[src/rtl/car_draw_control.sv]
// rtl/car_draw_control.sv - control FSM sequencing background paint and the car animation loop
module car_draw_control #(
  parameter int SCREEN_W        = 160,
  parameter int SCREEN_H        = 120,
  parameter int GRASS_W         = 20,
  parameter int CAR_W           = 8,
  parameter int CAR_H           = 12,
  parameter int FRAME_CYCLES    = 833333,
  parameter int FRAMES_PER_MOVE = 4
) (
  input  logic       clock,
  input  logic       reset,
  input  logic       start,
  input  logic [7:0] counterx,
  input  logic [7:0] countery,
  output logic       draw_bg_black,
  output logic       draw_bg_green_left,
  output logic       draw_bg_green_right,
  output logic       draw_car,
  output logic       erase,
  output logic       update,
  output logic       plot,
  output logic       inc,
  output logic       done,
  output logic [3:0] state
);

  typedef enum logic [3:0] {
    S_IDLE     = 4'd0,
    S_BG_BLACK = 4'd1,
    S_BG_LEFT  = 4'd2,
    S_BG_RIGHT = 4'd3,
    S_DRAW_CAR = 4'd4,
    S_WAIT     = 4'd5,
    S_ERASE    = 4'd6,
    S_UPDATE   = 4'd7
  } state_t;

  // Region extents are compared as 8-bit unsigned values against the datapath counters.
  localparam logic [7:0]  SCREEN_W_LAST = 8'(SCREEN_W - 1);
  localparam logic [7:0]  SCREEN_H_LAST = 8'(SCREEN_H - 1);
  localparam logic [7:0]  GRASS_W_LAST  = 8'(GRASS_W - 1);
  localparam logic [7:0]  CAR_W_LAST    = 8'(CAR_W - 1);
  localparam logic [7:0]  CAR_H_LAST    = 8'(CAR_H - 1);
  localparam logic [19:0] FRAME_LAST    = 20'(FRAME_CYCLES - 1);
  localparam logic [7:0]  MOVE_LAST     = 8'(FRAMES_PER_MOVE - 1);

  state_t      cur_state;
  state_t      nxt_state;
  logic [19:0] frame_cnt;
  logic [7:0]  move_cnt;
  logic [7:0]  w_last;
  logic [7:0]  h_last;
  logic        wait_over;

  assign state     = cur_state;
  assign wait_over = (frame_cnt == FRAME_LAST) && (move_cnt == MOVE_LAST);

  // State register; reset returns to IDLE on the next edge.
  always_ff @(posedge clock) begin
    if (reset) begin
      cur_state <= S_IDLE;
    end else begin
      cur_state <= nxt_state;
    end
  end

  // Frame/move timer runs only in WAIT and is held clear elsewhere, so every WAIT entry starts from zero.
  always_ff @(posedge clock) begin
    if (reset || (cur_state != S_WAIT)) begin
      frame_cnt <= '0;
      move_cnt  <= '0;
    end else if (frame_cnt == FRAME_LAST) begin
      frame_cnt <= '0;
      move_cnt  <= move_cnt + 8'd1;
    end else begin
      frame_cnt <= frame_cnt + 20'd1;
    end
  end

  // Output decode and next-state: selects from state, inc/done from the counters against the region size.
  always_comb begin
    nxt_state           = cur_state;
    draw_bg_black       = 1'b0;
    draw_bg_green_left  = 1'b0;
    draw_bg_green_right = 1'b0;
    draw_car            = 1'b0;
    erase               = 1'b0;
    update              = 1'b0;
    plot                = 1'b0;
    w_last              = '0;
    h_last              = '0;

    case (cur_state)
      S_IDLE: begin
        if (start) nxt_state = S_BG_BLACK;
      end
      S_BG_BLACK: begin
        draw_bg_black = 1'b1;
        plot          = 1'b1;
        w_last        = SCREEN_W_LAST;
        h_last        = SCREEN_H_LAST;
      end
      S_BG_LEFT: begin
        draw_bg_green_left = 1'b1;
        plot               = 1'b1;
        w_last             = GRASS_W_LAST;
        h_last             = SCREEN_H_LAST;
      end
      S_BG_RIGHT: begin
        draw_bg_green_right = 1'b1;
        plot                = 1'b1;
        w_last              = GRASS_W_LAST;
        h_last              = SCREEN_H_LAST;
      end
      S_DRAW_CAR: begin
        draw_car = 1'b1;
        plot     = 1'b1;
        w_last   = CAR_W_LAST;
        h_last   = CAR_H_LAST;
      end
      S_WAIT: begin
        if (wait_over) nxt_state = S_ERASE;
      end
      S_ERASE: begin
        erase  = 1'b1;
        plot   = 1'b1;
        w_last = CAR_W_LAST;
        h_last = CAR_H_LAST;
      end
      S_UPDATE: begin
        update    = 1'b1;
        nxt_state = S_DRAW_CAR;
      end
      default: nxt_state = S_IDLE;
    endcase

    // A counter beyond its region never matches the last column/row, so an out-of-sync datapath stalls here.
    inc  = plot & (counterx == w_last);
    done = inc & (countery == h_last);

    if (done) begin
      case (cur_state)
        S_BG_BLACK: nxt_state = S_BG_LEFT;
        S_BG_LEFT:  nxt_state = S_BG_RIGHT;
        S_BG_RIGHT: nxt_state = S_DRAW_CAR;
        S_DRAW_CAR: nxt_state = S_WAIT;
        S_ERASE:    nxt_state = S_UPDATE;
        default:    nxt_state = cur_state;
      endcase
    end
  end

endmodule

[config.mk]
export PLATFORM = sky130hd
export DESIGN_NAME = car_draw_control
export DESIGN_NICKNAME = d
export VERILOG_FILES = /design/src/rtl/car_draw_control.sv
export SDC_FILE = /design/constraint.sdc
export NUM_CORES = 1
export LEC_CHECK = 0
export CORE_ASPECT_RATIO = 1.1
export CORE_UTILIZATION = 54
export CTS_BUF_LIST = sky130_fd_sc_hd__clkbuf_2
export CTS_CLUSTER_DIAMETER = 150
export CTS_CLUSTER_SIZE = 12
export DETAILED_ROUTE_END_ITERATION = 10
export PLACE_DENSITY = 0.92
export SYNTH_ARGS = -nofsm -noshare
export SYNTH_HDL_FRONTEND = slang
export SYNTH_SLANG_ARGS = --single-unit
[constraint.sdc]
create_clock -name clock -period 2 [get_ports clock]
set_clock_uncertainty 0.05 [all_clocks]
set_input_delay 0.4 -clock clock [delete_from_list [all_inputs] [get_ports clock]]
set_output_delay 0.4 -clock clock [all_outputs]
set_load 0.01 [all_outputs]
# After elaboration in Yosys (flattened, before gate mapping)
# Index checks and enable logic that the tools add are counted.
[totals]
regBits = 32
inputBits = 19
elab_cells = 46
out_inout_bits = 13
[op_classes]
reduce_logical = 9
add_sub_neg = 2
n_bitwise = 2
mux = 14
eq_ne = 16
[ops]
columns = ["op", "n"]
rows = [
  ["8-bit case mux with 3 select lines", 1],
  ["20-bit by 1-bit adder with 20-bit output (second input constant)", 1],
  ["20-bit == test (second input constant)", 1],
  ["4-bit case mux with 5 select lines", 1],
  ["4-bit by 3-bit == test with 1-bit output (second input constant)", 4],
  ["8-bit == test", 2],
  ["4-bit case mux with 4 select lines", 1],
  ["7-bit case mux with 2 select lines", 1],
  ["4-bit two-way mux", 3],
  ["8-bit by 1-bit adder with 8-bit output (second input constant)", 1],
  ["4-bit by 2-bit == test with 1-bit output (second input constant)", 2],
  ["8-bit by 2-bit == test with 1-bit output (second input constant)", 1],
  ["1-bit two-way mux", 7],
  ["3-bit inequality test (second input constant)", 2],
  ["6-bit by 1-bit inequality test with 1-bit output (second input constant)", 1],
  ["2-bit OR reduction", 3],
  ["5-bit OR reduction", 1],
  ["4-bit by 1-bit == test with 1-bit output (second input constant)", 1],
  ["4-bit zero test", 1],
  ["4-bit by 3-bit inequality test with 1-bit output (second input constant)", 1],
  ["4-bit AND reduction", 1],
  ["3-bit OR reduction", 1],
  ["1-bit AND", 2],
  ["2-bit by 1-bit inequality test with 1-bit output (second input constant)", 1],
  ["other kinds (2)", 2],
]

# Depth between registers and ports, before layout
[depth]
depth_word = 8
ltp_mapped = 8
depth_no_buf = 7

# Worst setup path after synthesis
# No wires, ideal clock.
[synth_timing]
path_kind = "register -> output"
start = "register cur_state[0], in the netlist state[0]"
end = "output port done"
arrival_time_ns = 1.371
slack_ns = 0.179
stages_incl_launch_ff = 6
required_time_ns = 1.550
path_buffers = 1
cell_sequence = "dfxtp_1 -> buf_4 -> o21bai_2 -> or2_1 -> a221o_1 -> nor2_1"
[synth_between]
elab_chain_cells = 6
elab_cells_between_ends = 16
cone_classes = "eq/ne (7); mux (3); bitwise (2); reduce/logical (4)"
[synth_lines]
columns = ["element", "line", "rtl"]
rows = [
  ["start, declared", "48", "state_t cur_state;"],
  ["start signal, assigned", "64", "cur_state <= nxt_state;"],
  ["4-bit by 3-bit == test with 1-bit output or 4-bit by 2-bit == test with 1-bit output (tied branches)", "94", "case (cur_state)"],
  ["2-bit OR reduction (no source line)", "n/a", ""],
  ["8-bit case mux with 3 select lines", "94", ""],
  ["8-bit == test", "139", "inc = plot & (counterx == w_last);"],
  ["1-bit AND", "139", ""],
  ["1-bit AND *", "140", "done = inc & (countery == h_last);"],
  ["end, declared", "24", "output logic done,"],
]
# Every way passes the cells marked *; elsewhere a longest branch is shown, timed or not.

# Worst setup path in the final report
[layout_timing]
start = "input port counterx[4]"
end = "output port done"
[layout_between]
elab_chain_cells = 3
[layout_lines]
columns = ["element", "line", "rtl"]
rows = [
  ["start, declared", "14", "input logic [7:0] counterx,"],
  ["8-bit == test", "139", ""],
  ["1-bit AND", "139", ""],
  ["1-bit AND", "140", ""],
]
# No other way between the ends.

==> flow_summary.toml <==
[status]
status = "finished, violations left"
violations = "setup timing"

[die]
io_pins = 32
die_area_sq_um = 3502
initial_utilization = 0.5743
num_rows = 21
die_h_microns = 61.97
coreArea_sq_um = 3074
die_w_microns = 56.52

[yosys]
synth_seq_area_share = 0.3515
yosys.area.top_type = "dfxtp_1"
ys_seq_elements = 31
synth_area_leaders = "dfxtp_1, nor2_1, xor2_1"
synthDominantCellAreaShare = 0.3515
async_reset_ff_frac = 0
synth_cells = 215
ys.flop_type = "dfxtp_1"
synth_area_sq_um = 1765
synth_edf_count = 0
syn-num-nets = 237
synth.distinct_cells = 43
yosysWarningCount = 0
syn_avg_cell_area_sq_um = 8.211

[final_layout]
fin_area_sq_um = 2359
finalCoreUtilization = 0.7672
layout-area-overhead-vs-synth_pct = 33.59
nets = 291
diodes = 0
final_layout_size_suffix_gt1_frac = 0.2342
n_fill_cell = 210

[clocking]
cts_tree = "done"
cts_buffers = 5
clock_latency_ns = 0.36
cts_root_buf = "clkbuf_2"
cts.sinks = 31
clk_pin_slew_worst_paths_ns = 0.13
postCtsHoldBufs = 0
clockBufferDepth = 2
htreeDepth = 2

[global_route]
grt_pass1_vias = 1712
grt_max_degree = 21
overflow = 0
grt_usage = 0.2660
grt_pass1_wl_mm = 7.100
antenna_found_initial = 0

[routing]
post-route-drc-count = 0
wirelength_mm = 4.481
initialDrtViolationCount = 73
firstDrtPassIters = 4
via_per_inst = 5.795
antenna_left = 0
wl_per_cell_microns = 14.79
num_vias = 1756

[worst_setup_path]
critPathCaptureType = "primary output"
worst-setup-path-type = "input pin to primary output"
crit_required_ns = 1.55
cp-start-kind = "input pin"
crit_arrival_ns = 1.76
cp_cell_sequence = "clkdlybuf4s50_1, nor4bb_4, a311oi_1, or2_4, nor2_1, buf_2"
crit_buf_inv = 2
worst_path_dominant_cell_family = "buffers and inverters"
cp_max_fo = 3
cp_slowest_stage_delay_ns = 0.53
crit_slowest_cell = "clkdlybuf4s50_1"

[placed_design]
post-dp-hpwl_mm = 3.258
gp_congestion = 0.8328
numPortBuffers = 30
dpl_cell_area_sq_um = 2237

[sta]
rsz0062_at_grt = "true"
layout_setup_ws_ns = -0.2133
drv_slew = 0
finalSetupViolCount = 2
max_clock_freq_mhz = 451.8
finalCritPeriodShare = 1.107
hold_viol = 0
min_period_ns = 2.213

[power]
irDropWorstVdd_mv = 0.4379
switching_share = 0.2487
p_seq_frac = 0.625
power.share.clock = 0.276
power.static_leakage_nw = 0.9018
comb_power_share = 0.099
powerDensity_nw_per_um2 = 422.3
switchingPower_w = 0.0002477
intPower_w = 0.0007484

[worst_hold_path]
hold_class = "flop to flop"

[job]
drv_cap = 0
## worst reg2reg max path, cell delays in order, from the launching register on
cell	delay (ns)
dfxtp_2	0.36
o21bai_2	0.19
or2_1	0.23
a221o_1	0.34
buf_4	0.14
buf_4	0.13
o31a_1	0.25
a211oi_2	0.14
## per-stage QoR
step	setup TNS [ns]	total power, W	hold WS, ns	setup WS [ns]	cells
finish	-0.3375	0.0009961	0.4562	-0.2133	303
global route	-0.4571	0.001044	0.4930	-0.2741	303
CTS	-0.2698	0.001006	0.4652	-0.1833	302
detailed placement	-2.372	0.0007375	0.4352	-0.7911	292
global placement	-1.919	0.0007348	0.4212	-0.6818	292
floorplan	0	0.0006708	0.4026	0.1789	215
## synthesized netlist by cell type (2+ instances only)
library cell  number
a21oi_1            6
nor4bb_1           5
nand2_1           15
dfxtp_1           31
and4b_1            2
nor2_1            35
a31o_2             2
o211ai_1           2
buf_2              3
or2_2              3
nor3_1             6
clkbuf_1           3
o21ai_0            2
xor2_1            13
inv_1              9
and3_1             6
and2_1             2
nor4_1             5
buf_4              3
nand4_1           10
ha_1               3
o2111ai_1          2
nor4b_1            3
nor2b_1            2
xnor2_1           10
nand4b_1           2
nand3_1           14
## worst paths after layout
kind	slack, ns	endpoint	depth (start not counted)	startpoint
max	-0.21	done	6	counterx[4]
max reg2reg	0.13	state[0]	7	state[2]
min	0.46	frame_cnt[0]	1	frame_cnt[0]
min reg2reg	0.46	frame_cnt[0]	1	frame_cnt[0]
## cell usage in the layout, fill, tap and decap left out, types with 3 or more instances in the layout
master           count
a21oi_1              6
and3_1               5
buf_4               24
clkbuf_2             8
clkdlybuf4s50_1      8
dfxtp_1             28
dlygate4sd2_1       12
ha_1                 3
inv_1                7
nand2_1             15
nand3_1             14
nand4_1             10
nor2_1              33
nor3_1               5
nor4_1               3
nor4b_1              3
xnor2_1             10
xor2_1              13
## layer usage
| layer | vias to the layer above | part of all wire | GRT usage |
|---|---|---|---|
| li1 | 869 | - | - |
| met3 | 16 | 0.044 | 0.06004 |
| met4 | 0 | 0.030 | 0.1429 |
| met1 | 814 | 0.38 | 0.2618 |
| met2 | 57 | 0.55 | 0.5294 |
| met5 | - | 0 | 0 |
## power by group through the flow
| stage | logic, W | clock network (W) | registers, W |
|---|---|---|---|
| global route | 0.000105 | 0.000315 | 0.000624 |
| finish | 0.0000985 | 0.000275 | 0.000623 |
| global placement | 0.0000984 | 0 | 0.000636 |
| floorplan | 0.0000360 | 0 | 0.000635 |
| CTS | 0.0000963 | 0.000286 | 0.000624 |
| detailed placement | 0.000101 | 0 | 0.000636 |
## sequential cells by signal, indices dropped and copies added (netlist names)
signal and count:
frame_cnt 20, move_cnt 8, state 3
## final cells by class
type	count	area (sq um)	share of cell area
multi-input cells	166	1141	0.4838
well taps	34	42.54	0.01804
repair buffers	56	478.0	0.2027
clock inverters	2	8.758	0.003714
clock buffers	5	25.02	0.01061
inverters	9	33.78	0.01432
flip-flops and latches	31	629.4	0.2668
## timing repair
item	in CTS	in global routing
pin swaps	11	4
resized for setup	49	14
endpoints found under the setup margin	13	14
buffers inserted	3	1
## cells by family after synthesis
family          Yosys count  synth area share
flops                    31            0.3515
other cells               1          0.002124
simple gates            116            0.3657
compound gates           23           0.09852
xor+xnor                 23            0.1141
buf+inv                  18           0.04677
fa+ha+maj                 3           0.02126
No activity file was read; power rests on OpenSTA's default activity.
